<file path="src/rtl/serpent_sbox_iter.sv">
// Iterative Serpent S-box layer: SLICES bit-slices per cycle, valid/ready on both sides.
// Define SERPENT_SBOX_INVERSE_EN to build the inverse tables and honour dec.
module serpent_sbox_iter #(
    parameter int unsigned SLICES = 4
) (
    input  logic        clk,
    input  logic        rst,
    input  logic        in_valid,
    output logic        in_ready,
    input  logic [2:0]  sel,
    input  logic        dec,
    input  logic [31:0] x0,
    input  logic [31:0] x1,
    input  logic [31:0] x2,
    input  logic [31:0] x3,
    output logic        out_valid,
    input  logic        out_ready,
    output logic [31:0] y0,
    output logic [31:0] y1,
    output logic [31:0] y2,
    output logic [31:0] y3,
    output logic        busy
);

    localparam int unsigned N  = 32 / SLICES;
    localparam int unsigned CW = (N > 1) ? $clog2(N) : 1;

    if (!(SLICES == 1 || SLICES == 2 || SLICES == 4 ||
          SLICES == 8 || SLICES == 16 || SLICES == 32)) begin : g_bad_slices
        $error("serpent_sbox_iter: SLICES must be 1, 2, 4, 8, 16 or 32");
    end

    // Nibble k of each entry is S(k).
    localparam logic [63:0] SBOX [8] = '{
        64'hC90724DE_B56A1F83,
        64'h43D68EB1_A50972CF,
        64'h25B04E1D_FAC39768,
        64'hE57A421D_369C8BF0,
        64'hD7E9A452_6B0C38F1,
        64'h176D8E30_C9A4B25F,
        64'h0A3DF19E_B6485C27,
        64'h6539AC47_B28E0FD1
    };

    function automatic logic [3:0] f_fwd(input logic [2:0] s, input logic [3:0] v);
        logic [63:0] t;
        t = SBOX[s];
        return t[{v, 2'b00} +: 4];
    endfunction

`ifdef SERPENT_SBOX_INVERSE_EN
    function automatic logic [3:0] f_inv(input logic [2:0] s, input logic [3:0] v);
        logic [3:0] r;
        r = '0;
        for (int unsigned k = 0; k < 16; k++) begin
            if (f_fwd(s, 4'(k)) == v) r = 4'(k);
        end
        return r;
    endfunction
`endif

    typedef enum logic [1:0] {S_IDLE, S_BUSY, S_DONE} state_t;

    state_t          r_state;
    state_t          w_state_nxt;
    logic [CW-1:0]   r_cnt;
    logic [31:0]     r_x0, r_x1, r_x2, r_x3;
    logic [2:0]      r_sel;
    logic [31:0]     r_y0, r_y1, r_y2, r_y3;
    logic [31:0]     w_y0_nxt, w_y1_nxt, w_y2_nxt, w_y3_nxt;
    logic            w_accept;

`ifdef SERPENT_SBOX_INVERSE_EN
    logic            r_dec;
`else
    logic            w_unused_dec;
    assign w_unused_dec = dec;
`endif

    assign in_ready  = (r_state == S_IDLE) || ((r_state == S_DONE) && out_ready);
    assign w_accept  = in_valid && in_ready;
    assign out_valid = (r_state == S_DONE);
    assign busy      = (r_state == S_BUSY);
    assign y0 = r_y0;
    assign y1 = r_y1;
    assign y2 = r_y2;
    assign y3 = r_y3;

    always_comb begin
        w_state_nxt = r_state;
        case (r_state)
            S_IDLE:  if (in_valid) w_state_nxt = S_BUSY;
            S_BUSY:  if (r_cnt == CW'(N - 1)) w_state_nxt = S_DONE;
            S_DONE:  if (out_ready) w_state_nxt = in_valid ? S_BUSY : S_IDLE;
            default: w_state_nxt = S_IDLE;
        endcase
    end

    always_comb begin
        logic [4:0] w_idx;
        logic [3:0] w_nib;
        logic [3:0] w_sub;
        w_y0_nxt = r_y0;
        w_y1_nxt = r_y1;
        w_y2_nxt = r_y2;
        w_y3_nxt = r_y3;
        w_idx    = '0;
        w_nib    = '0;
        w_sub    = '0;
        for (int unsigned j = 0; j < SLICES; j++) begin
            w_idx = 5'(32'(r_cnt) * SLICES + j);
            w_nib = {r_x3[w_idx], r_x2[w_idx], r_x1[w_idx], r_x0[w_idx]};
`ifdef SERPENT_SBOX_INVERSE_EN
            w_sub = r_dec ? f_inv(r_sel, w_nib) : f_fwd(r_sel, w_nib);
`else
            w_sub = f_fwd(r_sel, w_nib);
`endif
            w_y0_nxt[w_idx] = w_sub[0];
            w_y1_nxt[w_idx] = w_sub[1];
            w_y2_nxt[w_idx] = w_sub[2];
            w_y3_nxt[w_idx] = w_sub[3];
        end
    end

    // Acceptance out of DONE takes priority over the BUSY update, as they share an edge.
    always_ff @(posedge clk) begin
        if (rst) begin
            r_state <= S_IDLE;
            r_cnt   <= '0;
            r_y0    <= '0;
            r_y1    <= '0;
            r_y2    <= '0;
            r_y3    <= '0;
        end else begin
            r_state <= w_state_nxt;
            if (w_accept) begin
                r_x0  <= x0;
                r_x1  <= x1;
                r_x2  <= x2;
                r_x3  <= x3;
                r_sel <= sel;
`ifdef SERPENT_SBOX_INVERSE_EN
                r_dec <= dec;
`endif
                r_cnt <= '0;
            end else if (r_state == S_BUSY) begin
                r_y0  <= w_y0_nxt;
                r_y1  <= w_y1_nxt;
                r_y2  <= w_y2_nxt;
                r_y3  <= w_y3_nxt;
                r_cnt <= r_cnt + CW'(1);
            end
        end
    end

endmodule

</file>
<file path="config.mk">
export PLATFORM = sky130hd
export DESIGN_NAME = serpent_sbox_iter
export DESIGN_NICKNAME = d
export VERILOG_FILES = /design/src/rtl/serpent_sbox_iter.sv
export SDC_FILE = /design/constraint.sdc
export NUM_CORES = 1
export LEC_CHECK = 0
export BUFFER_PORTS_ARGS = -buffer_cell sky130_fd_sc_hd__buf_2
export CAP_MARGIN = 30
export CORE_MARGIN = 2
export CORE_UTILIZATION = 50
export DETAILED_ROUTE_END_ITERATION = 6
export PLACE_DENSITY = 0.79
export SLEW_MARGIN = 30
export SYNTH_ARGS = -nofsm -noshare
export SYNTH_HDL_FRONTEND = slang
export SYNTH_SLANG_ARGS = --single-unit
</file>
<file path="constraint.sdc">
create_clock -name clk -period 10.9 [get_ports clk]
set_input_delay 1.09 -clock clk [delete_from_list [all_inputs] [get_ports clk]]
set_output_delay 1.09 -clock clk [all_outputs]
set_load 0.05 [all_outputs]
</file>
== Yosys cells after proc, flatten, opt, wreduce, memory -nomap -nowiden ==
Memory sizes are Yosys's and may differ from the RTL's.
Index checks and enable logic that the tools add are counted.

* Register bits after elaboration: 264
* Memory bits (read-only): 512
* Memories kept: 1
* Word-level logic and storage cells: 113
* Output and inout port bits: 131

{| class="wikitable"
|+ Memories
! name !! depth !! bits a word !! rd ports !! clocked after Yosys merged registers in !! write ports !! RTL line !! source
|-
| (no name shown) || 8 || 64 || 1 || 0 || 0 || 47 || <nowiki>t = SBOX[s];</nowiki>
|}

* Bitwise gates (word level): 3
* Multiplexer cells: 63
* Eq/ne operators: 6
* $lt $le $gt $ge: 9
* Shift operators: 4
* $add $sub $neg: 4
* Reduce and logical (&&, ||, !) cells: 12

{| class="wikitable"
|+ Operator list
! cell !! number
|-
| 32-bit bitwise mux || 16
|-
| 64-bit by 7-bit variable part select with 4-bit output || 4
|-
| 64-bit 2-to-1 mux || 2
|-
| 1-bit binary-select mux with 5-bit select || 12
|-
| 5-bit by 6-bit less-than comparator with 1-bit output, second input constant || 4
|-
| 1-bit 2-to-1 mux || 21
|-
| 5-bit by 1-bit greater-or-equal comparator with 1-bit output, second input constant || 4
|-
| 1-bit demux with 5-bit select || 3
|-
| 1-bit binary-select mux with 3-bit select || 4
|-
| 5-bit by 2-bit adder with 5-bit output, second input constant || 2
|-
| 1-bit logical AND || 6
|-
| 2-bit 2-to-1 mux || 3
|-
| 2-bit case mux with 3 select lines || 1
|-
| 5-bit by 1-bit adder with 5-bit output, second input constant || 1
|-
| 4-bit greater-or-equal comparator, second input constant || 1
|-
| 2-bit by 1-bit inequality test with 1-bit output, second input constant || 2
|-
| 3-bit NOT with 4-bit output || 1
|-
| 2-bit AND reduction || 2
|-
| 3-bit by 1-bit adder with 3-bit output, second input constant || 1
|-
| 1-bit demux with 3-bit select || 1
|-
| 3-bit == test, second input constant || 1
|-
| 3-bit AND reduction || 1
|-
| 2-bit by 1-bit == test with 1-bit output, second input constant || 1
|-
| 2-bit == test, second input constant || 1
|-
| other kinds (5) || 6
|}

== Longest topological paths before layout ==
Gate-level depths: netlist of run 1.

* Depth in word-level cells: 9
* Gate-level depth with buffers: 13
* Mapped depth without buffers: 10

== Worst setup path before layout of run 1 ==
No wires, ideal clock.

* Kind: input to register
* From: in rst
* To: reg r_sel[0], enable pin
* Required time: 10.277 ns
* Stages on the path: 4
* Data arrival time: 7.110 ns
* Setup slack: 3.167 ns
* Path through: clkbuf_1 -> clkbuf_1 -> clkbuf_1 -> nor2_1

* Word-level cells in the longest chain between the ends: 2

{| class="wikitable"
|+ Ends and longest elaborated chain
! element !! RTL line !! source
|-
| from (decl) || 7 || <nowiki>input logic rst,</nowiki>
|-
| 1-bit NOT (no line) || n/a ||
|-
| 2-bit AND reduction (no line) || n/a ||
|-
| to (signal assigned) || 141 || <nowiki>r_sel <= sel;</nowiki>
|-
| to (decl) || 68 || <nowiki>logic [2:0] r_sel;</nowiki>
|}

No other way between the ends.
A chain may end at the register's enable or synchronous reset.

== Worst setup path after layout of run 1 ==
* From: reg r_cnt[0]
* To: reg r_y2[15] (netlist: y2[15])

* Word-level cells in the longest chain between the ends: 8
* Elaborated cells between the ends (all ways): 58
* Classes of those cells: add/sub (3); order compare (6); shift (4); mux (42); reduce/logical (3)

{| class="wikitable"
|+ Ends and longest elaborated chain
! element !! RTL line !! source
|-
| from (decl) || 66 || <nowiki>logic [CW-1:0] r_cnt;</nowiki>
|-
| from (signal assigned) || 151 || <nowiki>r_cnt <= r_cnt + CW'(1);</nowiki>
|-
| branches (longest 7 deep; another with 5-bit by 1-bit adder with 5-bit output) || n/a ||
|-
| 32-bit bitwise mux * || 120 || <nowiki>w_y2_nxt[w_idx] = w_sub[2];</nowiki>
|-
| to (signal assigned) || 149 || <nowiki>r_y2 <= w_y2_nxt;</nowiki>
|-
| to (decl) || 69 || <nowiki>logic [31:0] r_y0, r_y1, r_y2, r_y3;</nowiki>
|}

Every way passes the cells marked *. The select of a mux whose other input is x is not followed.

==> impl_metrics.json, run 1 <==
{
  "synth_flop_cell": "dfxtp_1",
  "final_antenna_net_count": 0,
  "antenna_cells": 0,
  "yosys.area.top_type_share_pct": 29.0,
  "row_count": 60,
  "syn_nets": 1492,
  "clock_tree_from_tritoncts": "yes",
  "standard_cell_with_the_maximum_stage_delay_on_the_critical_path": "a2111oi_2",
  "synth_area_per_cell_um2": 10.1,
  "wl_mm": 43.0,
  "cts_setup_buffers": 0,
  "starting_density_of_the_core_pct": 50.7,
  "via_count_of_the_first_global_routing_pass": 11400,
  "cp.arrival_ns": 5.41,
  "synth_top_family_by_area": "compound AO/OA/AOI/OAI gates",
  "globalRoute.totalOverflow": 0,
  "post-route-drc-count": 0,
  "ys_top_cells_by_count": "nor2_1, dfxtp_1, edfxtp_1",
  "static-leakage-power_uw": 0.00604,
  "max_cap_viol_count": 0,
  "place.port_buffers": 265,
  "transition_time_of_the_tightest_slew_check_pin_ns": 1.05,
  "yosys.area_share.adder_pct": 0.921,
  "vias_after_detailed_routing": 12200,
  "gpl.final_weighted_congestion": 1.01,
  "finalCriticalPeriod_ns": 5.03,
  "coreArea_mm2": 0.0268,
  "detail_route.first_pass.iterations": 6,
  "power_dens_cells_mw_per_mm2": 152,
  "synth_xor_area_share_pct": 0.451,
  "route.top_layer_used": "met4",
  "wl_per_cell_um": 22.5,
  "io_pins": 267,
  "finish.net_count": 1697,
  "worst_setup_hold_path_clk_slew_ns": 0.06,
  "final_report_setup_violation_count": 0,
  "setup.worst_path.start_class": "flop",
  "drt-vias-per-instance": 6.38,
  "tns_ns": 0,
  "asyncSetResetFlopFracSynth_pct": 0,
  "global_route_wire_length_before_repair_mm": 65.5,
  "synth_sequential_area_ratio_pct": 48.6,
  "hold_path.class": "flop to flop",
  "number_of_flops_mapped_to_enable_cells_by_yosys": 131,
  "cells_after_synth": 1346,
  "final_min_period_over_clock_period_pct": 46.2,
  "seq_power_share_pct": 45.0,
  "largest_buffer_count_on_any_clock_path": 3,
  "clock_tree.root_cell": "clkbuf_16",
  "netlist_top_cells_area": "edfxtp_1, dfxtp_1, mux2i_1, nor2_1, nand2_1",
  "p_sw_uw": 705,
  "criticalPathCategory": "flop to flop",
  "clockPowerShare_pct": 36.1,
  "routedLengthMet1_mm": 17.0,
  "holdWs_ns": 0.480,
  "yosysTopAreaCell": "edfxtp_1",
  "ys_seq_elements": 264,
  "crit_path_end_kind": "flop",
  "drive_gt1_share_pct": 27.0,
  "met2_wirelength_mm": 19.3,
  "floorplan.die.width_um": 169,
  "synthMostInstantiatedCell": "nor2_1",
  "track_usage_pct": 29.3,
  "number_of_antenna_violations_at_the_first_check_in_global_routing": 0,
  "slew-limit-headroom_pct": 29.7,
  "switching_share_pct": 29.0,
  "crit_path_cell_trace": "buf_4, inv_1, a21oi_1, a211o_1, nand2_1, mux2_2, a21oi_1, a2111oi_2, o32ai_1",
  "synth_compound_area_share_pct": 20.8,
  "slew_violations": 0,
  "timing.critical_path.required_ns": 11.28,
  "place_hpwl_mm": 30.0,
  "run_status": "finished, final reports clean",
  "multiplexer_share_of_the_synthesized_area_pct": 8.76,
  "critPathMaxFanout": 44,
  "met3_length_mm": 4.68,
  "layout-area-overhead-vs-synth_pct": 17.3,
  "fmaxAchievable_ghz": 0.199,
  "syn-cell-area_mm2": 0.0136,
  "cpMostUsedCell": "a21oi_1",
  "die-area_mm2": 0.0285,
  "cts_num_sinks": 264,
  "grt_max_degree": 79,
  "die_y_um": 169,
  "holdBufCountCts": 0,
  "number_of_buffers_inserted_during_clock_tree_synthesis": 26,
  "finClkSkew_ns": 0.0359,
  "post_synth_and_or_nand_nor_area_fraction_pct": 16.2,
  "yosysWarningCount": 0,
  "ctsResizeCount": 0,
  "p_int_uw": 1720,
  "htree_levels": 1,
  "irDropWorstVdd_v": 0.000151,
  "cp_max_stage_delay_ns": 0.93,
  "setup_repair_after_global_routing_missed_its_margin": "false",
  "share_comb_of_total_power_pct": 18.9,
  "final-hold-violation-count": 0,
  "netlist-cell-type-count": 82,
  "detail_route.iter0.violations": 1521,
  "worst_skew_pair.late_latency_ns": 0.56
}
worst max-delay path: cells and delay by family, from the launching register on:
family | cells | cell delay (ns)
compound gates | 5 | 2.06
buf+inv | 2 | 1.04
simple gates | 1 | 0.72
flops | 1 | 0.55
mux | 1 | 0.42
path summary, 6_finish.rpt:
path	slack [ns]	cells past startpoint	endpoint	startpoint
max	5.87	9	y2[15]	r_cnt[0]
min	0.48	2	y3[11]	y3[11]
max reg2reg	5.87	9	y2[15]	r_cnt[0]
min reg2reg	0.48	2	y3[11]	y3[11]
power groups by stage:
stage	Combinational (uW)	Clock, uW	Sequential (uW)
after detailed placement	445	0	1110
after global placement	440	0	1110
final	459	877	1090
after CTS	447	889	1090
after floorplan	274	0	1150
after global routing	485	926	1090
cells in the final DEF, fill, tap and decap left out, types with 16 or more instances in the layout:
cell / n
a311oi_1: 16
nand3_1: 22
o32ai_1: 17
mux2i_1: 58
nand3b_1: 34
clkbuf_16: 26
nor3_1: 41
mux2_2: 20
a21oi_1: 63
dfxtp_1: 130
o22ai_1: 24
a211oi_2: 18
buf_2: 264
nand2b_1: 46
o21ai_0: 53
nor2_1: 145
a211oi_1: 50
o31ai_1: 24
buf_4: 27
nand2_1: 101
edfxtp_1: 131
cells by family after synthesis:
logic type | Yosys count
buffers and inverters | 130
XOR/XNOR | 7
flip-flops | 264
AND/OR/NAND/NOR | 453
multiplexers | 97
adder cells (fa/ha/maj) | 10
AO/OA/AOI/OAI | 385
registers in the layout, summed over array words and instances (netlist names):
signal and count:
r_sel 3, y3 32, r_x2 32, r_state 2, y1 32, r_x1 32, r_x0 32, r_x3 32
y2 32, r_cnt 3, y0 32
through the flow:
step                      instance area, um2  setup slack (ns)  utilization (%)  instances  total power, uW
after global routing                   15900              5.57             59.5       1912             2510
after CTS                              15900              5.94             59.5       1912             2430
after floorplan                        13600              3.17                -       1346             1420
after detailed placement               15100              6.01             56.3       1864             1560
after global placement                 15100              6.18             56.2       1864             1550
final                                  15900              5.87             59.5       1912             2430
routing by layer:
| layer | vias up | track usage, % |
|---|---|---|
| met4 | 0 | 12.1 |
| met5 | - | 0 |
| met3 | 164 | 6.31 |
| met2 | 775 | 46.3 |
| li1 | 5524 | - |
| met1 | 5739 | 39.3 |
final cells by class:
class / instances / area [um2]
clock buffers: 44 / 811
well taps: 341 / 427
multi-input cells: 952 / 6470
fillers: 2263 / 10900
flip-flops and latches: 264 / 6600
inverters: 16 / 60.1
repair buffers: 291 / 1520
clock inverters: 4 / 47.5
No activity file was read; power rests on OpenSTA's default activity.
==> run 2: changes to the inputs <==
==> constraint.sdc (replaced) <==
create_clock -name clk -period 4.7 [get_ports clk]
set_input_delay 0.47 -clock clk [delete_from_list [all_inputs] [get_ports clk]]
set_output_delay 0.47 -clock clk [all_outputs]
set_load 0.05 [all_outputs]
==> impl_metrics.json, run 2 (same netlist as run 1, synthesis figures left out) <==
{
  "run_status": "finished, final reports clean",
  "hold_path.class": "input pin to flop",
  "final-hold-violation-count": 0,
  "cts_setup_buffers": 0,
  "setup_repair_after_global_routing_missed_its_margin": "false",
  "timing.critical_path.required_ns": 5.09,
  "pre_cts_slack_ns": 0.927,
  "starting_density_of_the_core_pct": 50.7,
  "htree_levels": 1,
  "criticalPathCategory": "flop to flop",
  "coreArea_mm2": 0.0268,
  "slew_violations": 0,
  "die-area_mm2": 0.0285,
  "vias_after_detailed_routing": 12300,
  "wl_per_cell_um": 23.6,
  "via_count_of_the_first_global_routing_pass": 11800,
  "finalCriticalPeriod_ns": 3.83,
  "globalRoute.totalOverflow": 0,
  "setup.worst_path.start_class": "flop",
  "row_count": 60,
  "wl_mm": 45.7,
  "detail_route.first_pass.iterations": 6,
  "post-route-drc-count": 0,
  "largest_buffer_count_on_any_clock_path": 3,
  "finClkSkew_ns": 0.0278,
  "end_point_of_the_critical_path": "y0[5]",
  "fillCellCount": 2240,
  "layout-area-overhead-vs-synth_pct": 19.0,
  "floorplan.die.width_um": 169,
  "worst_setup_hold_path_clk_slew_ns": 0.07,
  "number_of_buffers_inserted_during_clock_tree_synthesis": 27,
  "track_usage_pct": 31.4,
  "postLayoutCellArea_mm2": 0.0162,
  "global_route_wire_length_before_repair_mm": 69.1,
  "cts_num_sinks": 264,
  "clock_tree.root_cell": "clkbuf_16",
  "cp.arrival_ns": 4.21,
  "grt_max_degree": 96,
  "fmaxAchievable_ghz": 0.261,
  "critPathMaxFanout": 23,
  "reg2reg_from": "r_cnt[0]",
  "ctsResizeCount": 0,
  "tns_ns": 0,
  "static-leakage-power_uw": 0.00618,
  "place.port_buffers": 265,
  "crit_start": "r_cnt[0]",
  "final_report_setup_violation_count": 0,
  "multiInputGateArea_mm2": 0.00648,
  "die_y_um": 169,
  "timing.rr.end": "y0[5]",
  "gpl.final_weighted_congestion": 1.01,
  "place_area_mm2": 0.0153,
  "reg2reg_depth": 9,
  "number_of_antenna_violations_at_the_first_check_in_global_routing": 0,
  "worst-r2r-setup-slack_ns": 0.87,
  "holdBufCountCts": 0,
  "io_pins": 267,
  "finish.net_count": 1723,
  "crit_path_end_kind": "flop",
  "drive_gt1_share_pct": 28.3,
  "transition_time_of_the_tightest_slew_check_pin_ns": 1.03,
  "final_antenna_net_count": 0,
  "seqCellArea_mm2": 0.00660,
  "final_min_period_over_clock_period_pct": 81.4,
  "post-route-worst-setup-slack_ns": 0.873,
  "clock_tree_from_tritoncts": "yes",
  "mostFrequentLayoutCells": "buf_2, nor2_1, edfxtp_1",
  "max_cap_viol_count": 0,
  "slew-limit-headroom_pct": 31.2,
  "design_power_total_uw": 5760,
  "drt-vias-per-instance": 6.35,
  "detail_route.iter0.violations": 1476,
  "irDropWorstVdd_v": 0.000358,
  "antenna_cells": 0,
  "mostFrequentLayoutCell": "buf_2",
  "worst_skew_pair.late_latency_ns": 0.55,
  "power_dens_cells_mw_per_mm2": 356,
  "place_hpwl_mm": 31.8
}
==> run 2: worst max-delay path, cell delays in order, from the launching register on <==
cell      delay (ns)
dfxtp_2         0.71
buf_4           0.33
mux4_2          0.55
mux2i_4         0.60
buf_4           0.31
nand2_1         0.07
mux2_1          0.30
o221ai_1        0.20
a211o_1         0.40
o32ai_1         0.16
==> run 2: power breakdown <==
group	switching (uW)	total [uW]	internal, uW
Clock	889	2120	1230
Sequential	35.3	2530	2500
Combinational	759	1110	348
Total	1680	5760	4080
==> run 2: worst min-delay path by stage <==
stage,from,cells past startpoint,end
after detailed placement,y3[23],2,y3[23]
after CTS,x0[16],1,r_x0[16]
final,x0[16],1,r_x0[16]
after global placement,y3[11],2,y3[11]
after floorplan,r_state[1],3,r_state[0]
after global routing,x2[19],1,r_x2[19]
==> run 2: through the flow <==
stage | hold slack (ns) | utilization, % | instances
6_report | 0.0920 | 60.3 | 1938
5_1_grt | 0.0785 | 60.3 | 1938
4_1_cts | 0.0778 | 60.3 | 1938
3_5_place_dp | 0.468 | 57.0 | 1889
3_3_place_gp | 0.464 | 56.9 | 1888
2_1_floorplan | 0.527 | - | 1346
==> run 2: layout make-up <==
cell class | count | share of cell area, %
flip-flops and latches | 264 | 40.8
multi-input cells | 952 | 40.1
repair buffers | 316 | 10.6
clock buffers | 34 | 4.59
well taps | 341 | 2.64
clock inverters | 15 | 0.929
inverters | 16 | 0.371
==> run 2: per-layer routing <==
metal,part of all wire [%],GRT usage [%]
met1,40,42.5
met2,45,48.9
met3,9.9,5.80
met4,5.0,14.8
met5,0,0
==> run 3: changes to the inputs <==
==> constraint.sdc (replaced) <==
create_clock -name clk -period 3.7 [get_ports clk]
set_input_delay 0.37 -clock clk [delete_from_list [all_inputs] [get_ports clk]]
set_output_delay 0.37 -clock clk [all_outputs]
set_load 0.05 [all_outputs]
==> impl_metrics.json, run 3 (same netlist as run 1, synthesis figures left out) <==
{
  "post-route-drc-count": 0,
  "setup.worst_path.start_class": "flop",
  "static-leakage-power_uw": 0.00685,
  "layout-area-overhead-vs-synth_pct": 30.3,
  "critPathMaxFanout": 18,
  "timing.critical_path.required_ns": 4.09,
  "place_hpwl_mm": 33.1,
  "hold_path.class": "input pin to flop",
  "final-instance-count-excl-fill": 2086,
  "final_antenna_net_count": 0,
  "final_min_period_over_clock_period_pct": 95.6,
  "slew_violations": 0,
  "run_status": "finished, final reports clean",
  "drive_gt1_share_pct": 27.8,
  "die-area_mm2": 0.0285,
  "criticalPathCategory": "flop to flop",
  "largest_buffer_count_on_any_clock_path": 3,
  "detail_route.iter0.violations": 1617,
  "gpl.final_weighted_congestion": 0.991,
  "mostFrequentLayoutCells": "buf_2, nor2_1, edfxtp_1",
  "whs_path_depth": 1,
  "reg2reg_depth": 8,
  "crit_path_cell_trace": "mux2_2, a22oi_1, o22a_1, nand2_1, mux2_2, a21oi_1, a2111oi_2, o32ai_1",
  "antenna_cells": 0,
  "slew-limit-headroom_pct": 37.0,
  "wl_mm": 52.7,
  "fmaxAchievable_ghz": 0.283,
  "global_route_wire_length_before_repair_mm": 77.2,
  "via_count_of_the_first_global_routing_pass": 12900,
  "hold-path-endpoint": "r_x2[10]",
  "number_of_antenna_violations_at_the_first_check_in_global_routing": 2,
  "finish.net_count": 1871,
  "max_cap_viol_count": 0,
  "dp.cells": 1920,
  "cp.arrival_ns": 3.93,
  "io_pins": 267,
  "tns_ns": 0,
  "standard_cell_with_the_maximum_stage_delay_on_the_critical_path": "a2111oi_2",
  "cts_setup_buffers": 0,
  "grt_max_degree": 81,
  "power_dens_cells_mw_per_mm2": 430,
  "cpMostUsedCell": "mux2_2",
  "die_y_um": 169,
  "number_of_buffers_inserted_during_clock_tree_synthesis": 26,
  "drt-vias-per-instance": 6.42,
  "wl_per_cell_um": 25.2,
  "floorplan.die.width_um": 169,
  "detail_route.first_pass.iterations": 6,
  "crit_path_end_kind": "flop",
  "cts_num_sinks": 264,
  "transition_time_of_the_tightest_slew_check_pin_ns": 0.943,
  "starting_density_of_the_core_pct": 50.7,
  "clock_tree.root_cell": "clkbuf_16",
  "final-hold-violation-count": 0,
  "mostFrequentLayoutCell": "buf_2",
  "irDropWorstVdd_v": 0.000449,
  "worst-r2r-setup-slack_ns": 0.16,
  "globalRoute.totalOverflow": 0,
  "timing.rr.end": "y2[15]",
  "finalCriticalPeriod_ns": 3.54,
  "worst_skew_pair.late_latency_ns": 0.57,
  "cp_max_stage_delay_ns": 0.90,
  "worst_setup_hold_path_clk_slew_ns": 0.07,
  "finClkSkew_ns": 0.0279,
  "track_usage_pct": 35.3,
  "vias_after_detailed_routing": 13400,
  "hp-start": "x2[10]",
  "row_count": 60,
  "coreArea_mm2": 0.0268,
  "setup_repair_after_global_routing_missed_its_margin": "false",
  "reg2reg_from": "r_cnt[1]",
  "htree_levels": 1,
  "place.port_buffers": 265,
  "clock_tree_from_tritoncts": "yes",
  "final_report_setup_violation_count": 0
}
[run 3: cell types whose count changed in the layout (fill, tap and decap cells not counted), moves of 2 or more]
cell	delta
buf_4	+21
clkinv_2	+3
buf_12	+10
dlygate4sd3_1	+118
clkbuf_1	-2
[run 3: repair_timing]
item / 4_1_cts / 5_1_grt
endpoints found under the hold margin: 116 / 2
gates resized for setup: 0 / 1
hold buffers: 116 / 2
endpoints found under the setup margin: 0 / 1
[run 3: stage by stage]
stage          power [uW]  worst slack [ns]  hold slack (ns)  utilization [%]  instance area [um2]
4_1_cts              7510             0.289         0.000322             65.9                17700
2_1_floorplan        4180             0.363            0.469                -                13600
6_report             7610             0.164           0.0128             66.0                17700
3_3_place_gp         4700             0.359            0.463             58.3                15600
5_1_grt              7810            0.0341          0.00651             66.0                17700
3_5_place_dp         4710             0.313            0.469             58.3                15600
[run 3: final cells by class]
| type | instances | area, um2 |
|---|---|---|
| clock inverter | 18 | 196 |
| tap | 341 | 427 |
| multi-input combinational | 952 | 6460 |
| fill | 1978 | 9110 |
| sequential | 264 | 6600 |
| inverter | 16 | 60.1 |
| clock buffer | 30 | 696 |
| timing repair buffer | 465 | 3250 |
[run 3: worst max path at each step]
| stage | startpoint | to | slack (ns) | depth (start not counted) |
|---|---|---|---|---|
| floorplan | rst | r_sel[0] | 0.36 | 4 |
| global placement | r_cnt[1] | y3[19] | 0.36 | 10 |
| detailed placement | r_cnt[1] | y3[19] | 0.31 | 10 |
| CTS | r_cnt[1] | y3[31] | 0.29 | 10 |
| global route | r_cnt[1] | y0[16] | 0.03 | 10 |
| finish | r_cnt[1] | y2[15] | 0.16 | 8 |
[run 3: where the power goes]
part | switching, uW | internal (uW) | total [uW]
registers | 47.7 | 3170 | 3220
clock network | 1210 | 1570 | 2780
logic | 1020 | 580 | 1600
[run 3: critical path: cells and delay by family (launching register included)]
kind             cells  cell delay, ns
AO/OA/AOI/OAI        5            1.70
multiplexers         2            0.74
flip-flops           1            0.61
AND/OR/NAND/NOR      1            0.28
[run 3: metal layers]
layer | global-route usage, % | vias to the layer above | wire length (um)
li1 | - | 5872 | -
met1 | 45.2 | 6414 | 20000
met2 | 56.8 | 906 | 24600
met3 | 6.45 | 202 | 4970
met4 | 19.2 | 4 | 3000
met5 | 0 | - | 35
